--- config.mk ---
export PLATFORM = sky130hd
export DESIGN_NAME = cmd_register_bank
export DESIGN_NICKNAME = d
export VERILOG_FILES = /design/src/rtl/cmd_register_bank.sv
export SDC_FILE = /design/constraint.sdc
export NUM_CORES = 1
export LEC_CHECK = 0
export BUFFER_PORTS_ARGS = -buffer_cell sky130_fd_sc_hd__buf_2
export CAP_MARGIN = 20
export CORE_MARGIN = 10
export CORE_UTILIZATION = 30
export DETAILED_ROUTE_END_ITERATION = 12
export GPL_TIMING_DRIVEN = 0
export PLACE_DENSITY_LB_ADDON = 0.1
export SLEW_MARGIN = 20
export SYNTH_ARGS = -nofsm -noshare
export SYNTH_HDL_FRONTEND = slang
export SYNTH_SLANG_ARGS = --single-unit
--- constraint.sdc ---
create_clock -name clk -period 2.1 [get_ports clk]
set_input_delay 0.21 -clock clk [delete_from_list [all_inputs] [get_ports clk]]
set_output_delay 0.21 -clock clk [all_outputs]
set_load 0.005 [all_outputs]
--- src/rtl/cmd_register_bank.sv ---
// Executes decoded USB commands against an 8-bit configuration register bank.
// Writes update R/W registers; reads push R/W or read-only status bytes into the PC-read FIFO.
module cmd_register_bank #(
    parameter int unsigned NUM_REGS  = 32,
    parameter int unsigned NUM_RO    = 4,
    parameter logic [7:0]  RESET_VAL = 8'h00
) (
    input  logic                  clk,
    input  logic                  res,
    input  logic [7:0]            header,
    input  logic [7:0]            address,
    input  logic [7:0]            value,
    input  logic                  write,
    input  logic                  read,
    input  logic [3:0]            sorter_state,
    input  logic [NUM_RO*8-1:0]   ro_data,
    output logic [NUM_REGS*8-1:0] regs_flat,
    output logic [NUM_REGS-1:0]   reg_update,
    output logic [7:0]            fifo_din,
    output logic                  fifo_wr,
    output logic                  addr_err,
    output logic [15:0]           byte_count
);

    localparam int unsigned RW_AW = (NUM_REGS > 1) ? $clog2(NUM_REGS) : 1;
    localparam int unsigned RO_AW = (NUM_RO > 1) ? $clog2(NUM_RO) : 1;
    localparam logic [8:0]  RW_N  = 9'(NUM_REGS);
    localparam logic [7:0]  RO_N  = 8'(NUM_RO);
    localparam logic [7:0]  RW_LAST = 8'(NUM_REGS - 1);
    localparam logic [7:0]  RO_LAST = 8'(128 + NUM_RO - 1);

    typedef enum logic {IDLE, ACTIVE} state_t;

    state_t     state, state_next;
    logic [7:0] ptr;
    logic [7:0] regs [NUM_REGS];
    logic [7:0] ro_bytes [NUM_RO];

    logic             start, strobe, in_rw, in_ro;
    logic [RW_AW-1:0] rw_idx;
    logic [RO_AW-1:0] ro_idx;
    logic [7:0]       rd_byte, ptr_inc;

    for (genvar g = 0; g < NUM_REGS; g++) begin : g_flat
        assign regs_flat[8*g +: 8] = regs[g];
    end
    for (genvar g = 0; g < NUM_RO; g++) begin : g_ro
        assign ro_bytes[g] = ro_data[8*g +: 8];
    end

    assign start  = (sorter_state == 4'hE);
    assign strobe = write | read;
    assign in_rw  = ({1'b0, ptr} < RW_N);
    assign in_ro  = ptr[7] && ({1'b0, ptr[6:0]} < RO_N);
    assign rw_idx = ptr[RW_AW-1:0];
    assign ro_idx = ptr[RO_AW-1:0];

    always_comb begin
        state_next = state;
        if (start)
            state_next = ACTIVE;
    end

    // Auto-increment wraps inside the region the pointer currently addresses.
    always_comb begin
        rd_byte = 8'hEE;
        ptr_inc = ptr + 8'd1;
        if (in_rw) begin
            rd_byte = regs[rw_idx];
            if (ptr == RW_LAST)
                ptr_inc = '0;
        end else if (in_ro) begin
            rd_byte = ro_bytes[ro_idx];
            if (ptr == RO_LAST)
                ptr_inc = 8'h80;
        end
    end

    always_ff @(posedge clk) begin
        if (res)
            state <= IDLE;
        else
            state <= state_next;
    end

    always_ff @(posedge clk) begin
        if (res) begin
            for (int unsigned i = 0; i < NUM_REGS; i++)
                regs[i] <= RESET_VAL;
            ptr        <= '0;
            reg_update <= '0;
            fifo_din   <= '0;
            fifo_wr    <= 1'b0;
            addr_err   <= 1'b0;
            byte_count <= '0;
        end else begin
            reg_update <= '0;
            fifo_wr    <= 1'b0;
            if (start) begin
                // A strobe colliding with a start is dropped and flagged.
                ptr <= address;
                if (strobe)
                    addr_err <= 1'b1;
            end else if (strobe) begin
                if (state == IDLE) begin
                    addr_err <= 1'b1;
                end else begin
                    byte_count <= byte_count + 16'd1;
                    if (write) begin
                        if (in_rw) begin
                            regs[rw_idx]       <= value;
                            reg_update[rw_idx] <= 1'b1;
                        end else begin
                            addr_err <= 1'b1;
                        end
                    end
                    if (read) begin
                        fifo_wr  <= 1'b1;
                        fifo_din <= rd_byte;
                        if (!in_rw && !in_ro)
                            addr_err <= 1'b1;
                    end
                    if (header[1])
                        ptr <= ptr_inc;
                end
            end
        end
    end

endmodule

==> impl_summary.log <==
[metrics] run status: complete, but fails checks
[metrics] violations in the final reports: negative setup slack
[metrics] arrival time reported for the critical path endpoint: 2600 ps
[metrics] effective utilization at floorplan: 0.3039
[metrics] Hold/Removal Path Class: primary input to register
[metrics] kind of capture point of the worst setup path: register
[metrics] peak fanout along the critical path: 5
[metrics] count of unresolved DRC violations after routing: 0
[metrics] total nets after synthesis: 1,109
[metrics] gate count of the mapped netlist: 1,040
[metrics] placer's final routability congestion estimate: 0.8327
[metrics] Skew-Pair Late Insertion Delay: 560 ps
[metrics] GR met1 Demand/Resource: 0.2766
[metrics] final setup margin: -42.67 ps
[metrics] sequential cell area fraction in the yosys report: 0.6136
[metrics] Syn-to-layout area delta: 34.80%
[metrics] total negative slack: -56.43 ps
[metrics] required time of the critical path: 2560 ps
[metrics] TritonCTS clock tree: yes
[metrics] share of cells above drive strength 1: 0.4488
[metrics] average instance area after synthesis: 14.30 µm²
[metrics] Tcrit/Tclk final: 1.020
[metrics] Leakage: 7.991 nW
[metrics] Synth Cell Area: 14,880 µm²
[metrics] grt met2 use: 0.3556
[metrics] dominant combinational cell family by area after synthesis: simple AND/OR/NAND/NOR gates
[metrics] wire length of the first global-routing pass: 90,140 µm
[metrics] post-layout minimum cycle time: 2143 ps
[metrics] share of the synthesized area in compound gates (AO/OA/AOI/OAI): 0.02935
[metrics] root buffer selected by CTS: sky130_fd_sc_hd__clkbuf_16
[metrics] net total in the final layout: 1,582
[metrics] count of distinct cell types in the synthesized netlist: 58
[metrics] kind of critical path: register to register
[metrics] largest net degree at the start of global routing: 13
[metrics] area of the multi-input gates: 5807 µm²
[metrics] Simple-Gate Fraction of Synth Area: 0.1991
[metrics] total via count after detailed routing: 10,781
[metrics] Overflow after GRT: 0
[metrics] worst-case clock skew: 10.74 ps
[metrics] share of cell area taken by muxes after synthesis: 0.1262
[metrics] Max rail drop VDD: 0.5358 mV
[metrics] H-tree Lvls: 2
[metrics] number of search-and-repair iterations in the first detailed-routing pass: 6
[metrics] standard cell core area: 48,950 µm²
[metrics] count of inserted antenna diode cells: 0
[metrics] final core utilization: 0.4097
[metrics] number of cell rows: 81
[metrics] clock net sink count: 328
[metrics] clock transition at the registers of the reported paths: 60 ps
[metrics] count of flip-flops with a built-in enable after synthesis: 256
[metrics] CP Launch Type: register
[metrics] estimated wirelength of the detail-placed design: 48,040 µm
[metrics] initial detailed-routing violation count: 734
[metrics] final number of max-transition violations: 0
[metrics] peak clock frequency supported by timing: 466.7 MHz
[metrics] vias per cell: 4.883
[metrics] Final Routed Wirelength: 65,200 µm
[metrics] # setup viols final: 2
[metrics] initial antenna violation count: 1
[metrics] width of the die: 242.7 µm
[metrics] Post-synth ARST share: 0
[metrics] Die Ht: 242.7 µm
[metrics] number of synthesized register bits: 328
[metrics] power per standard cell area: 779.9 nW/µm²
[metrics] via count of the first global-routing pass: 11,244
[metrics] wire length per cell: 29.53 µm
[metrics] Register Area: 9141 µm²
[metrics] overall track demand over capacity in global routing: 0.2150
[metrics] number of buffers created by CTS: 40
[metrics] fraction of the mapped netlist area in adder cells: 0.004205
[metrics] count of boundary I/O pins: 378
[metrics] buffer depth of the longest clock path: 3
[metrics] Maximum Capacitance Violations: 0
[metrics] Port-buffer cells: 369
[metrics] transition time of the tightest slew-check pin: 1019 ps
[metrics] worst slack at placement: -974.0 ps
[metrics] Worst Hold Margin: 22.55 ps
[metrics] Fillers: 4,702
[metrics] met3 track demand over resource: 0.05008
[metrics] post-synthesis xor/xnor area fraction: 0.007653
[metrics] max_slew headroom: 0.3205
[metrics] Die Footprint: 58,900 µm²
[metrics] Top FF cell, synth: sky130_fd_sc_hd__edfxtp_1
[metrics] unrepaired setup endpoints after global routing: yes
[metrics] most crowded layer after global routing: met2
[metrics] Ys Warns: 0
[metrics] final-report hold violation count: 0
[metrics] post-route antenna net violation count: 0
## through the flow
step                area [µm²]  cells  power [mW]
global placement         17600   2073       8.586
global route             20050   2208       16.11
detailed placement       17600   2073       8.587
finish                   20050   2208       15.64
floorplan                14920   1040       7.890
CTS                      19810   2200       15.74
## layer usage
layer  part of all wire  vias up
met1               0.43     5553
met2               0.48      378
li1                   -     4780
met4              0.023        0
met5                  0        -
met3              0.061       70
## layout make-up
cell class                      instances  share of cell area
Buffer                                 64             0.02128
Clock buffer                           57             0.05821
Clock inverter                         16            0.008048
Inverter                                5           0.0009359
Multi-Input combinational cell        640              0.2896
Sequential cell                       328              0.4558
Tap cell                              664             0.04143
Timing Repair Buffer                  434              0.1247
## state kept, by name, indices dropped and copies added (netlist names), named ones only
signal,cells
fifo_wr,1
addr_err,1
reg_update,32
byte_count,16
regs,256
state,1
fifo_din,8
ptr,8
## worst max-delay path, stage by stage, from the launching register on
cell and delay, ps:
sky130_fd_sc_hd__dfxtp_4 400, sky130_fd_sc_hd__buf_12 130, sky130_fd_sc_hd__buf_6 140, sky130_fd_sc_hd__buf_4 120
sky130_fd_sc_hd__mux4_2 530, sky130_fd_sc_hd__mux2i_2 220, sky130_fd_sc_hd__mux2_2 210, sky130_fd_sc_hd__nand4_1 80
sky130_fd_sc_hd__and3_1 210
## cells in the final DEF (no fill, tap or decap), types with 5 or more instances in the layout
cell / count
sky130_fd_sc_hd__a211oi_1: 5
sky130_fd_sc_hd__a21oi_1: 13
sky130_fd_sc_hd__a31oi_1: 6
sky130_fd_sc_hd__and2_1: 257
sky130_fd_sc_hd__and3_1: 7
sky130_fd_sc_hd__buf_12: 11
sky130_fd_sc_hd__buf_2: 372
sky130_fd_sc_hd__buf_4: 45
sky130_fd_sc_hd__buf_6: 12
sky130_fd_sc_hd__buf_8: 5
sky130_fd_sc_hd__clkbuf_1: 50
sky130_fd_sc_hd__clkbuf_16: 43
sky130_fd_sc_hd__clkbuf_8: 6
sky130_fd_sc_hd__clkinv_1: 7
sky130_fd_sc_hd__dfxtp_1: 66
sky130_fd_sc_hd__dlygate4sd3_1: 7
sky130_fd_sc_hd__edfxtp_1: 256
sky130_fd_sc_hd__ha_1: 5
sky130_fd_sc_hd__inv_1: 5
sky130_fd_sc_hd__mux2i_1: 5
sky130_fd_sc_hd__mux2i_4: 11
sky130_fd_sc_hd__mux4_2: 73
sky130_fd_sc_hd__nand2_1: 29
sky130_fd_sc_hd__nand2b_1: 6
sky130_fd_sc_hd__nand3_1: 6
sky130_fd_sc_hd__nand4_1: 14
sky130_fd_sc_hd__nor2_1: 26
sky130_fd_sc_hd__nor2_4: 32
sky130_fd_sc_hd__nor3_1: 9
sky130_fd_sc_hd__o21ai_0: 7
sky130_fd_sc_hd__o22ai_1: 5
sky130_fd_sc_hd__or2_4: 31
sky130_fd_sc_hd__or3_1: 5
sky130_fd_sc_hd__xnor2_1: 5
sky130_fd_sc_hd__xor2_1: 8
## worst paths after layout
path,slack [ps],to,from,depth (start not counted)
worst max register to register,-40,fifo_din[7]$_SDFFE_PP0P_,register,8
worst min register to register,470,addr_err$_SDFFE_PP0N_,addr_err$_SDFFE_PP0N_,2
worst min-delay path,20,addr_err$_SDFFE_PP0N_,write,3
worst max-delay path,-40,fifo_din[7]$_SDFFE_PP0P_,register,8
## cells in the mapped netlist (all sizes together), types with 13 or more instances
cell,instances,share of area
clkbuf,46,0.012
edfxtp,256,0.52
nand2,29,0.0073
buf,21,0.0070
nand3,13,0.0077
mux2i,20,0.013
a21oi,14,0.0047
dfxtp,72,0.097
nand4,14,0.0059
and2,257,0.11
mux4,73,0.11
or2,33,0.014
nor2,59,0.030
## kinds of logic after synthesis
family	count (synthesis)
buf+inv	72
fa+ha+maj	5
simple gates	461
mux	96
xor+xnor	13
flops	328
compound gates	65
## power by group
part	internal [mW]	switching, mW	leakage (nW)	total [mW]
Clock	4.23	2.83	0.651	7.07
Sequential	7.16	0.151	3.23	7.31
Combinational	0.512	0.748	4.11	1.26
## what timing repair did
item,in CTS,in global routing
pin swaps,35,7
resized for setup,97,42
buffers inserted,47,9
hold buffers,7,0
gates cloned,1,1
setup endpoints to repair,554,301
endpoints found under the hold margin,11,0
(Power assumes the default switching activity.)
